## src/rtl/sram_arbiter_rr_if.sv

```systemverilog
// Purpose: user-channel handshake bundle plus SRAM PHY signals for sram_arbiter_rr.
// Latency: none; this is wiring only.
// Backpressure: per-channel busy; a request is held until busy drops for one cycle.
// Ports: slave = arbiter side, master = user logic / pin side.
//   en, req, we, addr, data_wr        user requests into the arbiter
//   busy, data_rd, valid              handshake and read return to the users
//   sram_addr, sram_*_n, sram_dat_*   SRAM PHY pins (sram_dat_rd is the only PHY input)
interface sram_arbiter_rr_if #(
   parameter int nch = 2,
   parameter int aw  = 19,
   parameter int dw  = 8
);
   logic                en;
   logic [nch-1:0]      req;
   logic [nch-1:0]      we;
   logic [nch*aw-1:0]   addr;
   logic [nch*dw-1:0]   data_wr;
   logic [nch-1:0]      busy;
   logic [dw-1:0]       data_rd;
   logic [nch-1:0]      valid;
   logic [aw-1:0]       sram_addr;
   logic                sram_ce_n;
   logic                sram_oe_n;
   logic                sram_we_n;
   logic [dw-1:0]       sram_dat_wr;
   logic                sram_dat_oe;
   logic [dw-1:0]       sram_dat_rd;

   modport slave (
      input  en, req, we, addr, data_wr, sram_dat_rd,
      output busy, data_rd, valid,
      output sram_addr, sram_ce_n, sram_oe_n, sram_we_n, sram_dat_wr, sram_dat_oe
   );

   modport master (
      output en, req, we, addr, data_wr, sram_dat_rd,
      input  busy, data_rd, valid,
      input  sram_addr, sram_ce_n, sram_oe_n, sram_we_n, sram_dat_wr, sram_dat_oe
   );
endinterface

```

## src/rtl/sram_arbiter_rr.sv

```systemverilog
// Purpose: round-robin arbiter sharing one asynchronous SRAM PHY between nch channels.
// Latency: PHY active one cycle after accept; read data/valid rd_cycles+1 cycles after accept.
// Backpressure: busy[i] drops for the single accepting cycle; requests wait while busy or en=0.
// Ports: clk, rst (sync, active-high); bus (slave modport) carries the channel handshake
//   (en, req, we, addr, data_wr, busy, data_rd, valid) and the SRAM pins (sram_*).
module sram_arbiter_rr #(
   parameter int nch       = 2,
   parameter int aw        = 19,
   parameter int dw        = 8,
   parameter int rd_cycles = 1
) (
   input logic              clk,
   input logic              rst,
   sram_arbiter_rr_if.slave bus
);
   localparam int lw = (nch > 1) ? $clog2(nch) : 1;
   localparam int cw = $clog2(rd_cycles + 1);

   typedef enum logic [1:0] {IDLE, READ, WR_PULSE, WR_HOLD} state_t;

   state_t          state, state_nxt;
   logic [cw-1:0]   rd_cnt, rd_cnt_nxt;
   logic [lw-1:0]   last;
   logic [lw-1:0]   owner;
   logic            gnt_vld;
   logic [lw-1:0]   gnt_idx;
   logic            rd_done;
   logic            ready;
   logic            accept;
   logic [nch-1:0]  busy_c;
   logic            ce_n_nxt, oe_n_nxt, we_n_nxt, dat_oe_nxt;

   // A read slot ends when its counter reaches zero; a write slot ends in WR_HOLD.
   assign rd_done = (state == READ) && (rd_cnt == '0);
   assign ready   = (state == IDLE) || rd_done || (state == WR_HOLD);
   assign accept  = ready && bus.en && gnt_vld && !rst;

   // Search starts just after the previous winner so every channel gets a turn.
   always_comb begin
      int c;
      gnt_vld = 1'b0;
      gnt_idx = '0;
      c       = 0;
      for (int k = 1; k <= nch; k++) begin
         c = (int'(last) + k) % nch;
         if (!gnt_vld && bus.req[c[lw-1:0]]) begin
            gnt_vld = 1'b1;
            gnt_idx = c[lw-1:0];
         end
      end
   end

   always_comb begin
      busy_c = '1;
      if (accept) busy_c[gnt_idx] = 1'b0;
   end
   assign bus.busy = busy_c;

   // Next-state logic; a grant in a slot's final cycle chains the next slot directly.
   always_comb begin
      state_nxt  = state;
      rd_cnt_nxt = rd_cnt;
      case (state)
         READ: begin
            if (rd_cnt != '0) rd_cnt_nxt = rd_cnt - 1'b1;
            else              state_nxt  = IDLE;
         end
         WR_PULSE: state_nxt = WR_HOLD;
         WR_HOLD:  state_nxt = IDLE;
         default:  state_nxt = IDLE;
      endcase
      if (accept) begin
         state_nxt  = bus.we[gnt_idx] ? WR_PULSE : READ;
         rd_cnt_nxt = cw'(rd_cycles - 1);
      end
   end

   // PHY controls are decoded from the next state so the pins register alongside it.
   always_comb begin
      ce_n_nxt   = 1'b1;
      oe_n_nxt   = 1'b1;
      we_n_nxt   = 1'b1;
      dat_oe_nxt = 1'b0;
      case (state_nxt)
         READ: begin
            ce_n_nxt = 1'b0;
            oe_n_nxt = 1'b0;
         end
         WR_PULSE: begin
            ce_n_nxt   = 1'b0;
            we_n_nxt   = 1'b0;
            dat_oe_nxt = 1'b1;
         end
         WR_HOLD: begin
            ce_n_nxt   = 1'b0;
            dat_oe_nxt = 1'b1;
         end
         default: ;
      endcase
   end

   always_ff @(posedge clk) begin
      if (rst) begin
         state           <= IDLE;
         rd_cnt          <= '0;
         last            <= lw'(nch - 1);
         owner           <= '0;
         bus.valid       <= '0;
         bus.data_rd     <= '0;
         bus.sram_addr   <= '0;
         bus.sram_dat_wr <= '0;
         bus.sram_ce_n   <= 1'b1;
         bus.sram_oe_n   <= 1'b1;
         bus.sram_we_n   <= 1'b1;
         bus.sram_dat_oe <= 1'b0;
      end else begin
         state           <= state_nxt;
         rd_cnt          <= rd_cnt_nxt;
         bus.sram_ce_n   <= ce_n_nxt;
         bus.sram_oe_n   <= oe_n_nxt;
         bus.sram_we_n   <= we_n_nxt;
         bus.sram_dat_oe <= dat_oe_nxt;
         bus.valid       <= '0;
         // Capture uses the owner of the finishing slot, before a chained grant replaces it.
         if (rd_done) begin
            bus.data_rd      <= bus.sram_dat_rd;
            bus.valid[owner] <= 1'b1;
         end
         if (accept) begin
            last            <= gnt_idx;
            owner           <= gnt_idx;
            bus.sram_addr   <= bus.addr[int'(gnt_idx)*aw +: aw];
            bus.sram_dat_wr <= bus.data_wr[int'(gnt_idx)*dw +: dw];
         end
      end
   end
endmodule

```

## src/flat_wrapper.sv

```systemverilog
// flat-port wrapper written by rule: the top's interface ports become plain ports
module sram_arbiter_rr_flat 
#(
   parameter int nch       = 2,
   parameter int aw        = 19,
   parameter int dw        = 8,
   parameter int rd_cycles = 1
)
  (clk, rst, bus_en, bus_req, bus_we, bus_addr, bus_data_wr, bus_sram_dat_rd, bus_busy, bus_data_rd, bus_valid, bus_sram_addr, bus_sram_ce_n, bus_sram_oe_n, bus_sram_we_n, bus_sram_dat_wr, bus_sram_dat_oe);
  sram_arbiter_rr_if #(.nch(nch), .aw(aw), .dw(dw)) bus_i ();
  input logic clk;
  input logic rst;
  input wire logic [$bits(bus_i.en)-1:0] bus_en;
  input wire logic [$bits(bus_i.req)-1:0] bus_req;
  input wire logic [$bits(bus_i.we)-1:0] bus_we;
  input wire logic [$bits(bus_i.addr)-1:0] bus_addr;
  input wire logic [$bits(bus_i.data_wr)-1:0] bus_data_wr;
  input wire logic [$bits(bus_i.sram_dat_rd)-1:0] bus_sram_dat_rd;
  output wire logic [$bits(bus_i.busy)-1:0] bus_busy;
  output wire logic [$bits(bus_i.data_rd)-1:0] bus_data_rd;
  output wire logic [$bits(bus_i.valid)-1:0] bus_valid;
  output wire logic [$bits(bus_i.sram_addr)-1:0] bus_sram_addr;
  output wire logic [$bits(bus_i.sram_ce_n)-1:0] bus_sram_ce_n;
  output wire logic [$bits(bus_i.sram_oe_n)-1:0] bus_sram_oe_n;
  output wire logic [$bits(bus_i.sram_we_n)-1:0] bus_sram_we_n;
  output wire logic [$bits(bus_i.sram_dat_wr)-1:0] bus_sram_dat_wr;
  output wire logic [$bits(bus_i.sram_dat_oe)-1:0] bus_sram_dat_oe;
  assign bus_i.en = bus_en;
  assign bus_i.req = bus_req;
  assign bus_i.we = bus_we;
  assign bus_i.addr = bus_addr;
  assign bus_i.data_wr = bus_data_wr;
  assign bus_i.sram_dat_rd = bus_sram_dat_rd;
  assign bus_busy = bus_i.busy;
  assign bus_data_rd = bus_i.data_rd;
  assign bus_valid = bus_i.valid;
  assign bus_sram_addr = bus_i.sram_addr;
  assign bus_sram_ce_n = bus_i.sram_ce_n;
  assign bus_sram_oe_n = bus_i.sram_oe_n;
  assign bus_sram_we_n = bus_i.sram_we_n;
  assign bus_sram_dat_wr = bus_i.sram_dat_wr;
  assign bus_sram_dat_oe = bus_i.sram_dat_oe;
  sram_arbiter_rr #(.nch(nch), .aw(aw), .dw(dw), .rd_cycles(rd_cycles)) u_core (.clk(clk), .rst(rst), .bus(bus_i));
endmodule
```

## config.mk

```make
export PLATFORM = sky130hd
export DESIGN_NAME = sram_arbiter_rr_flat
export DESIGN_NICKNAME = d
export VERILOG_FILES = /design/src/rtl/sram_arbiter_rr_if.sv /design/src/rtl/sram_arbiter_rr.sv /design/src/flat_wrapper.sv
export SDC_FILE = /design/constraint.sdc
export NUM_CORES = 1
export LEC_CHECK = 0
export CAP_MARGIN = 5
export CORE_ASPECT_RATIO = 1.1
export CORE_MARGIN = 1
export CORE_UTILIZATION = 39
export DETAILED_ROUTE_END_ITERATION = 7
export PLACE_DENSITY = 0.8
export SYNTH_ARGS = -nofsm -noshare
export SYNTH_HDL_FRONTEND = slang
export SYNTH_SLANG_ARGS = --single-unit
```

## constraint.sdc

```tcl
create_clock -name clk -period 1.5 [get_ports clk]
set_input_delay 0.225 -clock clk [delete_from_list [all_inputs] [get_ports clk]]
set_output_delay 0.225 -clock clk [all_outputs]
set_load 0.01 [all_outputs]
```

# After elaboration in Yosys (flattened, before gate mapping)
# Index checks and enable logic that the tools add are counted.
# Widths: inputs -> output; s select.
[totals] register_bits=46 output_inout_bits=43 wordCells=73 in_bits=69
[classes] n_lt_le_gt_ge=6 bitwise_logic=3 n_eq_ne=6 shifts=2 multipliers=1 mux=24 add_sub_neg=3 reduce_logical=16
[ops] cell="$shiftx 38x32->19" n=1
[ops] cell="$mux 1" n=17
[ops] cell="$shiftx 16x5->8" n=1
[ops] cell="$eq 2x2->1 const B" n=4
[ops] cell="$lt 1x2->1 const B" n=4
[ops] cell="$mux 2" n=4
[ops] cell="$logic_and 1x1->1" n=7
[ops] cell="$mul 1x5->6 const B" n=1
[ops] cell="$reduce_or 2->1" n=3
[ops] cell="$eq 2x1->1 const B" n=2
[ops] cell="$pmux 2 s2" n=1
[ops] cell="$reduce_or 3->1" n=1
[ops] cell="$add 1x1->1 const B" n=2
[ops] cell="$demux 1 s1" n=2
[ops] cell="$ge 1x1->1 const B" n=2
[ops] cell="$logic_not 1->1" n=2
[ops] cell="$logic_not 2->1" n=1
[ops] cell="$logic_or 1x1->1" n=2
[ops] cell="$not 1->1" n=2
[ops] cell="$not 2->2" n=1
[ops] cell="$sub 1x1->1 const B" n=1

# Longest topological paths before layout
# Gate-level depths: netlist of run 1.
[logic_depth] ltp_word=14 ltp_mapped=6 ltp_nobuf=3

# Worst setup path before layout of run 1
# OpenSTA, ideal clock, no wires.
[synth_path] path_type="reg2out" from="register u_core.state[1]" to="output bus_busy[0]" required_ns=1.275 setup_slack_ns=0.269 arrival_time_ns=1.006 path_stages_with_launch=6 path_buffers=2 cell_sequence="dfxtp_1 -> nand2b_1 -> and3_1 -> buf_6 -> buf_6 -> nand2_1"
[synth_via] elab_chain_len=8 word_cells_on_any_way=10 cone_classes="eq/ne (2); mux (1); reduce/logical (7)"
[synth_rtl] element="start: declaration" line="sram_arbiter_rr.sv:21" text="state_t state, state_nxt;"
[synth_rtl] element="start signal: assignment" line="sram_arbiter_rr.sv:117" text="state <= state_nxt;"
[synth_rtl] element="$eq 2x1->1" line="sram_arbiter_rr.sv:34" text="assign rd_done = (state == READ) && (rd_cnt == '0);"
[synth_rtl] element="$logic_and 1x1->1" line="sram_arbiter_rr.sv:34"
[synth_rtl] element="$logic_or 1x1->1" line="sram_arbiter_rr.sv:35" text="assign ready = (state == IDLE) || rd_done || (state == WR_HOLD);"
[synth_rtl] element="$logic_or 1x1->1 (*)" line="sram_arbiter_rr.sv:35"
[synth_rtl] element="$logic_and 1x1->1 (*) (3 in a row)" line="sram_arbiter_rr.sv:36" text="assign accept = ready && bus.en && gnt_vld && !rst;"
[synth_rtl] element="$mux 2 (*)" line="sram_arbiter_rr.sv:55" text="if (accept) busy_c[gnt_idx] = 1'b0;"
[synth_rtl] element="end: declaration" line="flat_wrapper.sv:19" text="output wire logic [$bits(bus_i.busy)-1:0] bus_busy;"
# Mark *: on every way between the ends. The rest lies on a longest branch, timed or not.

# Worst setup path in the final report of run 1
[layout_path] from="register u_core.state[0]" to="output bus_busy[0]"
# Same word-level chain as after synthesis.

==> results.md, run 1 <==
- Status: finished, final reports clean
- Filler Cell Count: 427
- CP endpoint kind: output pin
- Final TNS setup: 0 ns
- Final Skew: 0.003275 ns
- Endpoints failing hold: 0
- Reg2reg start: u_core.state[0]
- GRT met1 Usage: 24.54%
- Final period util: 98.14%
- CP delay by family, top: simple AND/OR/NAND/NOR gates
- Routability cong.: 0.7877
- Largest family of logic cells by synthesized area: compound AO/OA/AOI/OAI gates
- Wire per inst: 15.00 um
- DRC Markers: 0
- Crit path from: u_core.state[0]
- M3 GR Usage: 5.392%
- Post-synthesis mux area share: 1.449%
- Crit-path cells: nand2b_4 > and3_4 > nand2_1 > clkdlybuf4s15_2
- Total global-route track usage: 21.59%
- Core Area: 5067 sq um
- Largest net degree at the start of global routing: 37
- Buf/Inv on CP: 1
- Hold Crit Start: u_core.bus.data_rd[5]
- Hold crit path type: reg2reg
- Min Tclk post-route: 1.472 ns
- Placed cell areas: 3168 sq um
- Area Overhead vs Synth: 57.91%
- Antenna Cells: 0
- Die Y-Extent: 78.45 um
- Clock tree buffer depth: 2
- Post-Synth Adder-Cell Area: 0%
- TritonCTS clock tree: done
- Compound-Gate Fraction of Synth Area: 32.19%
- Static Leak: 0.001188 uW
- Hold Path Sink: u_core.bus.data_rd[5]
- FMAX: 679.3 MHz
- FF+latch count, synth: 44
- Worst Tran Pin Value: 0.5393 ns
- Fraction of layout cells with a size suffix above 1: 16.16%
- DRT antenna net count: 0
- DR pass1 iterations: 4
- Number of port buffers: 111
- Vias per cell: 5.487
- Sequential cell area fraction in the yosys report: 42.51%
- Capture point of the worst reg-to-reg path: u_core.bus.sram_dat_wr[1]
- Dpl hpwl: 3.988 mm
- Crit-path max cell delay: 0.35 ns
- Reg2reg path depth: 4
- Slew HR: 64.05%
- Syn. warnings: 0
- Die span in x: 71.50 um
- XOR/XNOR Fraction of Synth Area: 0%
- # rows: 27
- Post-Synth Simple-Gate Area: 15.10%
- Footprint of the multi-input gates: 1026 sq um
- Req. time, crit path: 1.27 ns
- Clock buffer count from CTS: 5
- Avg Cell Area, Syn: 9.418 sq um
- Post-Syn Nets: 289
- Tot Pwr: 2814 uW
- Starting Density: 40.89%
- Vias in the first global route: 2103
- Hold Path Depth: 2
- H-tree depth: 2
- Worst-path clk slew: 0.08 ns
- Cts hold-fix bufs: 0
- Max Transition Viols Final: 0
- 1st-iter DRT viols: 98
- Endpoints failing setup: 0
- First-pass GRT wire length: 9.673 mm
- Clk_lat worst skew: 0.29 ns
- Die ar.: 5608 sq um
- CP Max Fanout: 3
- CP Launch Type: flop
- Mapped cell area: 2072 sq um
- Post-Route WL: 5.791 mm
- Arrival time at the worst endpoint: 1.25 ns
- Remaining global-route overflow: 0
- Initial antenna violation count: 0
- Cell count after synthesis: 220
- Min Hold Slack: 0.4557 ns
- GRT busiest layer: met2
- Max cap viols: 0
- Final-stage net count: 396
- Slowest stage cell on the critical path: dfxtp_1
- Detailed-route via count: 2118
- Post-Layout Inst Area: 3272 sq um
- Worst vdd ir: 0.0005756 V
- Cell variety after synth: 26
- # IOs: 112
- Critical path class: reg2out
- Met2 usage: 40.86%
- Sequential cell area: 880.8 sq um
- Clk root buf: clkbuf_8
- PwrDens: 860.0 nW/um^2
- Clk sinks: 44
- Reg2reg setup slack: 0.07 ns
[state kept, by name (all words and copies together), names as in the netlist]
name                    count
u_core.bus.data_rd          8
u_core.bus.sram_addr       19
u_core.bus.sram_ce_n        1
u_core.bus.sram_dat_wr      8
u_core.bus.sram_oe_n        1
u_core.bus.sram_we_n        1
u_core.bus.valid            2
u_core.last                 1
u_core.owner                1
u_core.state                2
[cell usage in the layout, fill, tap and decap left out, types with 2 or more instances in the layout]
cell type	n
o2bb2ai_1	2
buf_4	13
clkdlybuf4s50_1	104
clkbuf_8	6
dlygate4sd2_1	4
mux2i_1	3
dfxtp_1	44
a311oi_2	25
clkbuf_1	2
nand2_1	69
a31oi_1	25
a22o_1	2
a21oi_1	8
nor2b_1	2
nand2b_1	2
[worst reg2reg max path, delay by kind of cell, from the launching register on]
family / cells / cell delay (ns)
compound gates: 1 / 0.18
buf+inv: 1 / 0.41
flops: 1 / 0.35
simple gates: 2 / 0.34
[what timing repair did]
item,CTS,global route
pin swaps,2,0
gates resized for setup,11,2
setup endpoints to repair,31,6
buffers inserted,2,0
[stage by stage]
stage	setup WS [ns]	cells	util, %
2_1_floorplan	0.2693	220	-
3_3_place_gp	-0.4344	377	62.52
3_5_place_dp	-0.4560	377	62.52
4_1_cts	0.02524	387	64.67
5_1_grt	-0.01655	386	64.57
6_report	0.02788	386	64.57
[routing by layer]
layer | share of wire, % | up-vias
met1 | 40 | 1022
met4 | 0.73 | 0
met5 | 0 | -
met3 | 6.4 | 5
li1 | - | 1012
met2 | 53 | 79
[Yosys cell counts (all sizes together)]
cell / instances / area, sq um
nand2: 69 / 259.0
dfxtp: 44 / 880.8
a311oi: 25 / 375.4
a31oi: 25 / 156.4
buf: 20 / 158.9
a21oi: 9 / 45.04
clkbuf: 4 / 15.01
mux2i: 3 / 30.03
nand2b: 3 / 18.77
a22o: 2 / 17.52
and3: 2 / 12.51
inv: 2 / 7.500
nor2b: 2 / 12.51
o2bb2ai: 2 / 17.52
a21bo: 1 / 10.01
a21boi: 1 / 18.77
a22oi: 1 / 7.510
nand3: 1 / 5.000
nor3: 1 / 5.000
o21a: 1 / 7.510
o21ai: 1 / 5.000
o22ai: 1 / 6.260
[worst max-delay path by stage]
stage / endpoint / depth (start not counted)
after floorplan: bus_busy[0] / 5
after global placement: bus_busy[1] / 5
after detailed placement: bus_busy[1] / 5
after CTS: bus_busy[1] / 4
after global routing: bus_busy[0] / 4
final: bus_busy[0] / 4
[logic make-up (layout without fill, tap and decap cells)]
kind of cell | count (synthesis) | in the layout
mux | 3 | 3
simple gates | 78 | 78
compound gates | 69 | 69
flops | 44 | 44
buf+inv | 26 | 134
[where the power goes]
part           total, uW  switching (uW)  internal (uW)  leakage [uW]
combinational        776             349            427      0.000782
sequential          1290            41.9           1250      0.000360
clock                748             372            376     0.0000455
total               2810             763           2050       0.00119
[layout make-up]
type | instances | share of cell area (%)
flip-flops and latches | 44 | 26.92
repair buffers | 124 | 36.52
multi-input cells | 150 | 31.36
well taps | 58 | 2.218
clock buffers | 8 | 2.753
inverters | 2 | 0.2294
No activity file was read; power rests on OpenSTA's default activity.
==> run 2, diff against run 1 <==
==> constraint.sdc (replaced) <==
create_clock -name clk -period 1.6 [get_ports clk]
set_input_delay 0.24 -clock clk [delete_from_list [all_inputs] [get_ports clk]]
set_output_delay 0.24 -clock clk [all_outputs]
set_load 0.01 [all_outputs]
==> results.md, run 2 (synthesis results as in run 1) <==
- Hold crit path type: reg2reg
- Static Leak: 0.001198 uW
- Finished Core Util: 64.89%
- Clk root buf: clkbuf_8
- TritonCTS clock tree: done
- CP endpoint kind: output pin
- Initial antenna violation count: 0
- Inst Count DP: 379
- Commonest non-fill, non-tap cell in the layout: clkdlybuf4s50_1
- Vias in the first global route: 2124
- Routability cong.: 0.7261
- CP Launch Type: flop
- Final Skew: 0.003305 ns
- PwrDens: 790.5 nW/um^2
- Area Overhead vs Synth: 58.70%
- Final TNS setup: 0 ns
- Critical path class: reg2out
- Clock buffer count from CTS: 5
- Req. time, crit path: 1.36 ns
- Die Y-Extent: 78.45 um
- Largest regs: u_core.bus.sram_addr (19), u_core.bus.data_rd (8), u_core.bus.sram_dat_wr (8)
- Number of flip-flops under the largest register name: 19
- Antenna Cells: 0
- Max cap viols: 0
- Most flop-heavy register: u_core.bus.sram_addr
- Starting Density: 40.89%
- Min Tclk post-route: 1.517 ns
- Wire per inst: 15.26 um
- Status: finished, final reports clean
- Max Transition Viols Final: 0
- # IOs: 112
- First-pass GRT wire length: 10.04 mm
- Core Area: 5067 sq um
- Die ar.: 5608 sq um
- Clk_lat worst skew: 0.29 ns
- Endpoints failing hold: 0
- Number of port buffers: 111
- Min Hold Slack: 0.4559 ns
- DR pass1 iterations: 6
- Worst-path clk slew: 0.08 ns
- Total global-route track usage: 22.50%
- Worst Tran Pin Value: 0.5409 ns
- Slew HR: 63.94%
- DRT antenna net count: 0
- DRC Markers: 0
- Final-stage net count: 399
- Vias per cell: 5.322
- Clock tree buffer depth: 2
- H-tree depth: 2
- Fraction of layout cells with a size suffix above 1: 16.36%
- Commonest non-fill, non-tap cells in the layout: clkdlybuf4s50_1 (105), nand2_1 (69), dfxtp_1 (44)
- Arrival time at the worst endpoint: 1.28 ns
- # rows: 27
- Dpl hpwl: 4.036 mm
- Worst vdd ir: 0.0003597 V
- Detailed-route via count: 2065
- Final period util: 94.84%
- Clk sinks: 44
- FMAX: 659.0 MHz
- Filler Cell Count: 448
- Largest net degree at the start of global routing: 37
- 1st-iter DRT viols: 104
- Remaining global-route overflow: 0
- Final Non-Filler Cells: 388
- Endpoints failing setup: 0
- Tot Pwr: 2599 uW
- RSZ-0062 raised after global routing: false
- CP Max Fanout: 4
- Post-Route WL: 5.922 mm
- Die span in x: 71.50 um
- Cts hold-fix bufs: 0
## run 2: per-stage QoR
step,instance area [sq um],worst slack [ns]
2_1_floorplan,2072,0.3543
3_3_place_gp,3183,-0.3617
3_5_place_dp,3183,-0.3896
4_1_cts,3282,0.005521
5_1_grt,3288,0.03116
6_report,3288,0.08261
## run 2: worst max-delay path, stage by stage (launching register included)
cell and delay, ns:
dfxtp_1 0.34, buf_4 0.12, clkdlybuf4s50_1 0.53
## run 2: timing repair
action                     CTS  global route
buffers inserted             2             0
gates resized for setup      9             2
setup endpoints to repair    9            16
pin swaps                    1             0
## run 2: area by class of cell
type	instances	area (sq um)	share of cell area, %
clock buffer	6	72.57	2.207
clock inverter	1	5.005	0.1522
inverter	2	7.507	0.2283
multi-input combinational	150	1018	30.97
sequential	44	880.8	26.79
tap	58	72.57	2.207
timing repair buffer	127	1231	37.44
## run 2: path summary, 6_finish.rpt
check / startpoint / endpoint / slack [ns] / cells after the start
min reg2reg: u_core.bus.data_rd[2] / u_core.bus.data_rd[2] / 0.46 / 2
max: u_core.state[1] / bus_sram_dat_oe / 0.08 / 2
max reg2reg: u_core.last / u_core.bus.sram_dat_wr[1] / 0.17 / 6
min: u_core.bus.data_rd[2] / u_core.bus.data_rd[2] / 0.46 / 2
## run 2: report_power, final
group | switching, uW | internal [uW] | leakage (uW)
Combinational | 333 | 408 | 0.000797
Clock | 355 | 297 | 0.0000410
Sequential | 36.5 | 1170 | 0.000360
Total | 724 | 1880 | 0.00120
## run 2: per-layer routing
layer | routed length [um] | track usage [%] | vias up
met1 | 2481 | 26.11 | 966
met3 | 343 | 6.418 | 8
li1 | - | - | 1015
met4 | 63 | 5.294 | 0
met5 | 0 | 0 | -
met2 | 3033 | 40.57 | 76
==> run 3, diff against run 2 <==
--- a/config.mk
+++ b/config.mk
@@ -6,11 +6,13 @@
 export NUM_CORES = 1
 export LEC_CHECK = 0
 export CAP_MARGIN = 5
+export CELL_PAD_IN_SITES_DETAIL_PLACEMENT = 1
+export CELL_PAD_IN_SITES_GLOBAL_PLACEMENT = 1
 export CORE_ASPECT_RATIO = 1.1
 export CORE_MARGIN = 1
-export CORE_UTILIZATION = 39
+export CORE_UTILIZATION = 28
 export DETAILED_ROUTE_END_ITERATION = 7
-export PLACE_DENSITY = 0.8
+export PLACE_DENSITY_LB_ADDON = 0.1
 export SYNTH_ARGS = -nofsm -noshare
 export SYNTH_HDL_FRONTEND = slang
 export SYNTH_SLANG_ARGS = --single-unit
==> constraint.sdc (replaced) <==
create_clock -name clk -period 1.54 [get_ports clk]
set_input_delay 0.231 -clock clk [delete_from_list [all_inputs] [get_ports clk]]
set_output_delay 0.231 -clock clk [all_outputs]
set_load 0.01 [all_outputs]
==> results.md, run 3 (synthesis results as in run 1) <==
- DRC Markers: 13
- Most flop-heavy register: u_core.bus.sram_addr
- Area Overhead vs Synth: 60.39%
- FMAX: 674.8 MHz
- CP endpoint kind: output pin
- Switching share of power: 29.64%
- Vias in the first global route: 2209
- Clock buffer count from CTS: 5
- Reg2reg setup slack: 0.09 ns
- Dpl hpwl: 4.555 mm
- Starting Density: 29.24%
- H-tree depth: 2
- Req. time, crit path: 1.31 ns
- Detailed-route via count: 2115
- Initial antenna violation count: 0
- Violated checks: DRC
- Post-Route WL: 6.773 mm
- Filler Cell Count: 824
- Min Hold Slack: 0.4619 ns
- Crit. path cell count: 4
- RSZ-0062 raised after global routing: false
- Commonest non-fill, non-tap cells in the layout: clkdlybuf4s50_1 (104), nand2_1 (69), dfxtp_1 (44)
- Setup crit end: bus_busy[0]
- Worst Tran Pin Value: 0.6020 ns
- Final period util: 96.23%
- CP Max Fanout: 3
- Crit-path cells: nand2b_1 > and3_4 > nand2_1 > clkdlybuf4s15_2
- Max Transition Viols Final: 0
- Crit path from: u_core.state[0]
- Sequential share of power: 45.2%
- Cts hold-fix bufs: 0
- Largest regs: u_core.bus.sram_addr (19), u_core.bus.data_rd (8), u_core.bus.sram_dat_wr (8)
- PwrDens: 836.0 nW/um^2
- First-pass GRT wire length: 10.86 mm
- Capture point of the worst reg-to-reg path: u_core.bus.sram_addr[9]
- Internal: 1955 uW
- Die ar.: 7748 sq um
- Reg2reg path depth: 5
- Buf/Inv on CP: 1
- TritonCTS clock tree: done
- CP delay by family, top: simple AND/OR/NAND/NOR gates
- Critical path class: reg2out
- Hold crit path type: reg2reg
- Static Leak: 0.001193 uW
- Core Area: 7087 sq um
- Arrival time at the worst endpoint: 1.25 ns
- Antenna Cells: 0
- Slew HR: 59.78%
- # IOs: 112
- Clk sinks: 44
- Endpoints failing hold: 0
- Vias per cell: 5.109
- Commonest non-fill, non-tap cell in the layout: clkdlybuf4s50_1
- Clk root buf: clkbuf_8
- Combinational cell fraction of total power: 27.7%
- Number of flip-flops under the largest register name: 19
- Endpoints failing setup: 0
- Reg2reg start: u_core.state[0]
- Slowest stage cell on the critical path: dfxtp_1
- Clock tree buffer depth: 2
- Switching pwr: 823.4 uW
- Number of port buffers: 111
- Die span in x: 84.02 um
- Clk_lat worst skew: 0.30 ns
- Fraction of layout cells with a size suffix above 1: 16.41%
- Post-Layout Inst Area: 3323 sq um
- Crit-path max cell delay: 0.32 ns
- Remaining global-route overflow: 0
- Total global-route track usage: 17.98%
- # rows: 32
- Max cap viols: 0
- Largest net degree at the start of global routing: 37
- Clock power share: 27.1%
- Placed cell areas: 3222 sq um
- Die Y-Extent: 92.22 um
- Status: complete, but fails checks
- Final Skew: 0.005115 ns
- CP Launch Type: flop
- Worst-path clk slew: 0.09 ns
- Min Tclk post-route: 1.482 ns
- 1st-iter DRT viols: 45
- DRT antenna net count: 0
- Routability cong.: 0.7218
- Wire per inst: 16.36 um
- Final-stage net count: 397
- Worst vdd ir: 0.0002824 V
- DR pass1 iterations: 6
## run 3: layer usage
metal | part of all wire [%] | vias to the layer above | global-route usage, %
met2 | 53 | 62 | 34.70
met4 | 2.0 | 0 | 6.466
li1 | - | 1010 | -
met1 | 41 | 1032 | 19.41
met3 | 3.9 | 11 | 3.150
met5 | 0 | - | 0
## run 3: worst min path at each step
stage                          start                     to  slack, ns  depth (start not counted)
2_1_floorplan     bus_sram_dat_rd[0]  u_core.bus.data_rd[0]       0.37                          2
6_report       u_core.bus.data_rd[7]  u_core.bus.data_rd[7]       0.46                          2
3_3_place_gp   u_core.bus.data_rd[3]  u_core.bus.data_rd[3]       0.44                          2
5_1_grt                          rst   u_core.bus.sram_ce_n       0.47                          4
3_5_place_dp   u_core.bus.data_rd[1]  u_core.bus.data_rd[1]       0.45                          2
4_1_cts                          rst   u_core.bus.sram_ce_n       0.46                          4
## run 3: metrics by stage
step	cells	power (uW)	utilization [%]	setup WS, ns	TNS [ns]
after floorplan	220	1661	-	0.3033	0
after global placement	405	2054	45.46	-0.4168	-10.92
after detailed placement	405	2061	45.46	-0.4198	-11.54
after CTS	414	2821	46.89	0.04394	0
after global routing	414	2919	46.89	0.001110	0
final	414	2778	46.89	0.05811	0
## run 3: timing repair
action,in CTS,in global routing
setup buffers,1,0
resized for setup,11,0
endpoints found under the setup margin,27,0
## run 3: area by class of cell
cell class | instances | area [sq um] | share of cell area [%]
repair buffers | 125 | 1221 | 36.75
multi-input cells | 150 | 1015 | 30.53
flip-flops and latches | 44 | 880.8 | 26.51
well taps | 85 | 106.4 | 3.200
clock buffers | 5 | 68.82 | 2.071
clock inverters | 3 | 23.77 | 0.7154
inverters | 2 | 7.507 | 0.2259
## run 3: power groups by stage
stage	clock network, uW	registers [uW]	logic [uW]
6_report	754	1260	769
5_1_grt	823	1270	829
4_1_cts	784	1260	780
3_5_place_dp	0	1280	779
3_3_place_gp	0	1280	774
2_1_floorplan	0	1320	346
## run 3: tightest hold or removal path: stages, from the launching register on
cell,delay (ns)
dfxtp_1,0.32
nand2_1,0.05
a21oi_1,0.05
